File: config.mk
export PLATFORM = sky130hd
export DESIGN_NAME = i1_status_seq
export DESIGN_NICKNAME = d
export VERILOG_FILES = /design/src/rtl/i1_status_seq.sv
export SDC_FILE = /design/constraint.sdc
export NUM_CORES = 1
export LEC_CHECK = 0
export BUFFER_PORTS_ARGS = -buffer_cell sky130_fd_sc_hd__buf_2
export CORE_UTILIZATION = 45
export CTS_CLUSTER_SIZE = 30
export DETAILED_ROUTE_END_ITERATION = 12
export MAX_ROUTING_LAYER = met4
export PLACE_DENSITY = 0.83
export SLEW_MARGIN = 10
export SYNTH_ARGS = -nofsm -noshare
export SYNTH_HDL_FRONTEND = slang
export SYNTH_SLANG_ARGS = --single-unit
File: constraint.sdc
create_clock -name clock -period 1.4 [get_ports clock]
set_input_delay 0.07 -clock clock [delete_from_list [all_inputs] [get_ports clock]]
set_output_delay 0.07 -clock clock [all_outputs]
set_load 0.02 [all_outputs]
File: src/rtl/i1_status_seq.sv
// rtl/i1_status_seq.sv - debounced request-idle status encoder with valid/ready delivery
module i1_status_seq #(
  parameter int N_REQ = 7,
  parameter int HOLD  = 4,
  parameter int CNT_W = 8
) (
  input  logic             clock,
  input  logic             reset,
  input  logic             enable,
  input  logic             force_busy,
  input  logic             mode_a,
  input  logic [N_REQ-1:0] req,
  input  logic             clear,
  input  logic             code_ready,
  output logic [1:0]       code_out,
  output logic             code_valid,
  output logic             idle_q,
  output logic             overrun,
  output logic [CNT_W-1:0] xfer_cnt,
  output logic [N_REQ-1:0] req_seen
);

  typedef enum logic {EMPTY = 1'b0, FULL = 1'b1} state_t;

  localparam logic [1:0] CODE_OFF    = 2'b00;
  localparam logic [1:0] CODE_IDLE_A = 2'b01;
  localparam logic [1:0] CODE_BUSY   = 2'b10;
  localparam logic [1:0] CODE_IDLE_B = 2'b11;

  localparam logic [7:0]       HOLD_C  = 8'(HOLD);
  localparam logic [7:0]       HOLD_M1 = 8'(HOLD - 1);
  localparam logic [CNT_W-1:0] CNT_MAX = '1;

  state_t     state_q;
  logic [1:0] last_q;
  logic [7:0] hold_q, hold_d;
  logic       idle_d;
  logic       raw_idle;
  logic [1:0] code_d;
  logic       changed;

  assign raw_idle   = enable & (req == '0);
  assign code_valid = (state_q == FULL);
  assign changed    = (code_d != last_q);

  // idle_d looks one count ahead so idle_q rises on the HOLD-th idle edge
  always_comb begin
    hold_d = 8'd0;
    idle_d = 1'b0;
    if (raw_idle) begin
      hold_d = (hold_q < HOLD_C) ? hold_q + 8'd1 : hold_q;
      idle_d = (hold_q >= HOLD_M1);
    end
  end

  always_comb begin
    code_d = CODE_BUSY;
    if (!enable)         code_d = CODE_OFF;
    else if (force_busy) code_d = CODE_BUSY;
    else if (idle_q)     code_d = mode_a ? CODE_IDLE_A : CODE_IDLE_B;
  end

  always_ff @(posedge clock or posedge reset) begin
    if (reset) begin
      state_q  <= EMPTY;
      code_out <= CODE_OFF;
      last_q   <= CODE_OFF;
      overrun  <= 1'b0;
    end else begin
      if (clear) overrun <= 1'b0;
      case (state_q)
        EMPTY: begin
          if (changed) begin
            code_out <= code_d;
            last_q   <= code_d;
            state_q  <= FULL;
          end
        end
        FULL: begin
          if (code_ready) begin
            if (changed) begin
              code_out <= code_d;
              last_q   <= code_d;
            end else begin
              state_q  <= EMPTY;
            end
          end else if (changed) begin
            // stalled: keep presenting the old code, remember that one was lost
            overrun <= 1'b1;
          end
        end
        default: state_q <= EMPTY;
      endcase
    end
  end

  always_ff @(posedge clock or posedge reset) begin
    if (reset) begin
      hold_q   <= 8'd0;
      idle_q   <= 1'b0;
      xfer_cnt <= '0;
      req_seen <= '0;
    end else begin
      hold_q <= hold_d;
      idle_q <= idle_d;
      if (clear)
        xfer_cnt <= '0;
      else if (code_valid && code_ready && (xfer_cnt != CNT_MAX))
        xfer_cnt <= xfer_cnt + 1'b1;
      req_seen <= clear ? req : (req_seen | req);
    end
  end

endmodule

**Word-level counts from Yosys, hierarchy flattened**

Cells that the tools add are included.

- Equality and inequality tests: 4
- Reduce and logical (&&, ||, !) cells: 4
- $lt $le $gt $ge: 2
- Muxes and demuxes: 23
- Add/sub/neg operators: 2
- Bitwise logic cells: 3

Operator list:

| cell | count |
|---|---|
| two-way mux 8 bit | 4 |
| adder 8 x 1 -> 8 bit, second input constant | 2 |
| two-way mux 2 bit | 8 |
| >= comparator 8 x 2 -> 1 bit, second input constant | 1 |
| < comparator 8 x 3 -> 1 bit, second input constant | 1 |
| != test 8 bit, second input constant | 1 |
| case mux 2 bit (2 select lines) | 2 |
| logical NOT 7 bit | 1 |
| two-way mux 1 bit | 7 |
| two-way mux 7 bit | 1 |
| OR 7 bit | 1 |
| logical AND 1 bit | 2 |
| != test 2 x 1 -> 1 bit, second input constant | 1 |
| != test 2 bit | 1 |
| != test 2 bit, second input constant | 1 |
| case mux 1 bit (2 select lines) | 1 |
| nonzero test 2 bit | 1 |
| bitwise AND 1 bit | 1 |
| NOT 1 bit | 1 |

- Word-level logic and storage cells: 46
- Output and inout bits: 20
- Register bits: 30

**Longest topological paths before layout**

- Word-level depth: 8
- Mapped depth: 5
- Depth with buffers taken out: 5

**Worst setup path after synthesis**

OpenSTA, ideal clock, no wires.

- Path kind: reg-to-reg
- From: register xfer_cnt[0]
- To: register xfer_cnt[5]
- Arrival: 1483 ps
- Data required time: 1323 ps
- Stages on the path, launching flop included: 6
- Path slack: -161 ps
- Cell sequence: dfrtp_1 -> ha_1 -> nand3_1 -> nor2_1 -> or4_1 -> a21oi_1

- Cells in the longest elaborated chain, start to end: 3
- Elaborated cells on any way between the ends: 6
- Those cells by class: 1 x add/sub; 1 x eq/ne; 2 x mux; 2 x reduce/logical

Ends and longest elaborated chain:

| item | line | RTL |
|---|---|---|
| start, declared | 19 | `output logic [CNT_W-1:0] xfer_cnt,` |
| start signal, assigned | 109 | `xfer_cnt <= xfer_cnt + 1'b1;` |
| adder 8 x 1 -> 8 bit / != test 8 bit (equally long branches) | 109, 108 |  |
| two-way mux 8 bit / logical AND 1 bit (equally long branches) | 108 | `else if (code_valid && code_ready && (xfer_cnt != CNT_MAX))` |
| two-way mux 8 bit / nonzero test 2 bit (equally long branches) | - |  |

Several ways; a longest one is shown, not always the timed one. The select of a mux whose other input is x is not followed.
A chain may end at the register's enable or synchronous reset.

**Final worst setup path**

Same ends and word-level chain as after synthesis.

==> metrics <==
Final Hold Fails 0; Critical Path Sink xfer_cnt[5]; WHS 5.196 ps; die height 54.10 µm; Critical Setup Path Class reg2reg; RSZ-0062 raised after global routing yes; clk slew on worst S/H paths 160 ps; CP startpoint xfer_cnt[0]; worst-skew pair later-pin latency 320 ps; global-route wire length before repair 4319 µm; CTS Buf Count 3; fraction of layout cells with a size suffix above 1 32.12%; period utilisation layout 103.8%; CTS H-tree depth 1; GPL Wtd Cong 0.7231; CTS max path bufs 2; # IOs 34; worst reg2reg path depth 5; 1st-iter DRT viols 9; CTS tree done; Startpoint Class flip-flop; worst-path cell chain ha_4, nand3_2, nor2_2, or4_1, a21oi_1; Max-slew headroom 76.52%; drt first pass iters 4; synth top area cells dfrtp_1 57%, a21o_1 4.3%, and2_1 3.1%; DR vias 1014; Leak 0.7960 nW; largest net degree at the start of global routing 29; PD cells 917.2 mW/mm²; syn avg cell area 10.81 µm²; synthesized flop and latch total 28; Syn-to-layout area delta 33.91%; Routed WL 2611 µm; Yosys top cell area share 57.38%; outcome finished with violations; ANT nets after route 0; CP required 1650 ps; min cycle time layout 1453 ps; sequential-to-total area share from yosys stat 57.38%; CP Max Fanout 4; Hold Crit Class in2reg; core area 0.002522 mm²; antenna violations before repair 0; Initial Utilization 48.41%; Least-Margin Pin Slew 352.3 ps; Max Slew Vio Count 0; setup_tns -53.16 ps; WL/cell 13.39 µm; reg2reg end xfer_cnt[5]; via-per-instance ratio 5.200; critical path capture point type flip-flop; Worst path slowest cell dfrtp_2; maxcap violations 0; synthesized instance count 113; VDD IR max 0.0006246 V; DP HPWL 1842 µm; DIE AREA 0.002926 mm²; grt ovf 0; area leader, netlist dfrtp_1; Die Wd 54.10 µm; Final Worst Setup Slack -53.16 ps; Worst EP arrival 1700 ps; ANT cells 0; Reg2Reg Setup Slack -50 ps; final setup vio count 1; Post-route DRC 0; Clock Skew 13.70 ps; number of global-route vias before repair 1016; root buffer cell clkbuf_4; Synth Net Count 129; I/O Buffers 33; YS warnings 0; Total Routing Usage GR 21.49%; Sink Count 28; cell area after synthesis 0.001221 mm²; Final #Nets 182; Distinct cells, synth 37; reg2reg start xfer_cnt[0]; fmax 0.6882 GHz; Rows 18; failing checks negative setup slack; Largest stage delay, worst path 470 ps
## routing by layer
layer  routed length, µm  GRT usage (%)
met5                   0              -
met4                  45          10.68
met3                  81          2.542
met2                1277          33.74
met1                1206          27.39
## metrics by stage
stage	setup WS, ps	power (mW)	std cells	cell area [µm²]	utilization, %
3_5_place_dp	-20.41	1.095	178	1468	58.18
2_1_floorplan	-15.54	1.008	113	1244	-
3_3_place_gp	23.43	1.082	178	1468	58.18
6_report	-53.16	1.500	195	1635	64.83
4_1_cts	-62.61	1.512	194	1619	64.19
5_1_grt	-82.10	1.578	195	1635	64.83
## cells by family after synthesis
family,share of synthesized area [%]
AND/OR/NAND/NOR,21.42
AO/OA/AOI/OAI,12.71
flip-flops,57.38
XOR/XNOR,2.869
buffers and inverters,1.946
multiplexers,1.639
adder cells (fa/ha/maj),2.049
## where the power goes
| group | leakage (nW) | switching, mW | total (mW) | internal (mW) |
|---|---|---|---|---|
| logic | 0.419 | 0.131 | 0.233 | 0.102 |
| clock network | 0.0210 | 0.232 | 0.391 | 0.159 |
| registers | 0.356 | 0.0330 | 0.876 | 0.843 |
## registers in the layout, summed over array words and instances (netlist names)
signal / flops
idle_q: 1
req_seen: 7
hold_q: 8
code_out: 2
xfer_cnt: 8
code_valid: 1
overrun: 1
## worst max-delay path, delay by kind of cell, from the launching register on
kind,cells,cell delay (ps)
AOI/OAI and AO/OA,1,130
DFF,1,470
adders and majority gates,1,180
and+or+nand+nor,3,600
## how the worst min path moves through the flow
stage                 from  cells past startpoint  slack [ps]           to
floorplan            reset                      1         140  code_out[0]
global placement     reset                      3         140  code_out[1]
detailed placement   reset                      3         150       idle_q
CTS                 enable                      3           3  code_out[0]
global route        enable                      3          30  code_out[0]
finish              enable                      3           5  code_out[1]
## synthesized netlist by cell type
cell type and instances:
o31ai_1 1, nand3_2 1, nor2b_1 4, a31oi_1 2, and3_1 1, and2_1 6, dfrtp_1 28, nand3_1 5
buf_2 1, or3_1 1, nand2b_1 1, clkinv_1 1, and4_1 1, o2bb2ai_1 1, a21o_1 7, xor2_1 2
ha_1 2, a211oi_1 1, o21ai_0 1, nor4_1 2, a21oi_1 4, nand2_1 10, nor2_1 10, nand4_1 2
nor3_1 2, o21bai_1 1, nor4b_1 1, and4b_1 1, o211ai_1 1, mux2i_1 2, xnor2_1 2, o21a_1 1
o31a_1 1, clkbuf_1 1, or4_1 1, inv_1 3, o311a_1 1
## area by class of cell
cell class                 instances  area [µm²]
fill                             198       887.1
sequential                        28       705.7
multi-input combinational         79       523.0
timing repair buffer              50       317.8
tap                               30       37.54
clock buffer                       4       36.28
inverter                           4       15.01
## layout by cell type (no fill, tap or decap), types with 2 or more instances in the layout
master	netlist	layout
buf_4	0	7
mux2i_1	2	2
a21o_1	7	7
nand3_1	5	4
and2_1	6	6
buf_2	1	33
a31oi_1	2	2
nor2b_1	4	4
dfrtp_2	0	4
dfrtp_1	28	24
a21oi_1	4	4
xnor2_1	2	2
nand4_1	2	2
nand3_2	1	2
inv_1	3	3
dlygate4sd3_1	0	10
clkbuf_4	0	3
xor2_1	2	2
nand2_1	10	10
nor2_1	10	9
nor3_1	2	2
## what timing repair did
item,4_1_cts,5_1_grt
cloned,0,0
hold buffers,10,0
endpoints found under the setup margin,1,5
resized for setup,0,3
hold endpoints to repair,38,0
pin swaps,0,1
setup buffers,2,1
No activity file was read; power rests on OpenSTA's default activity.
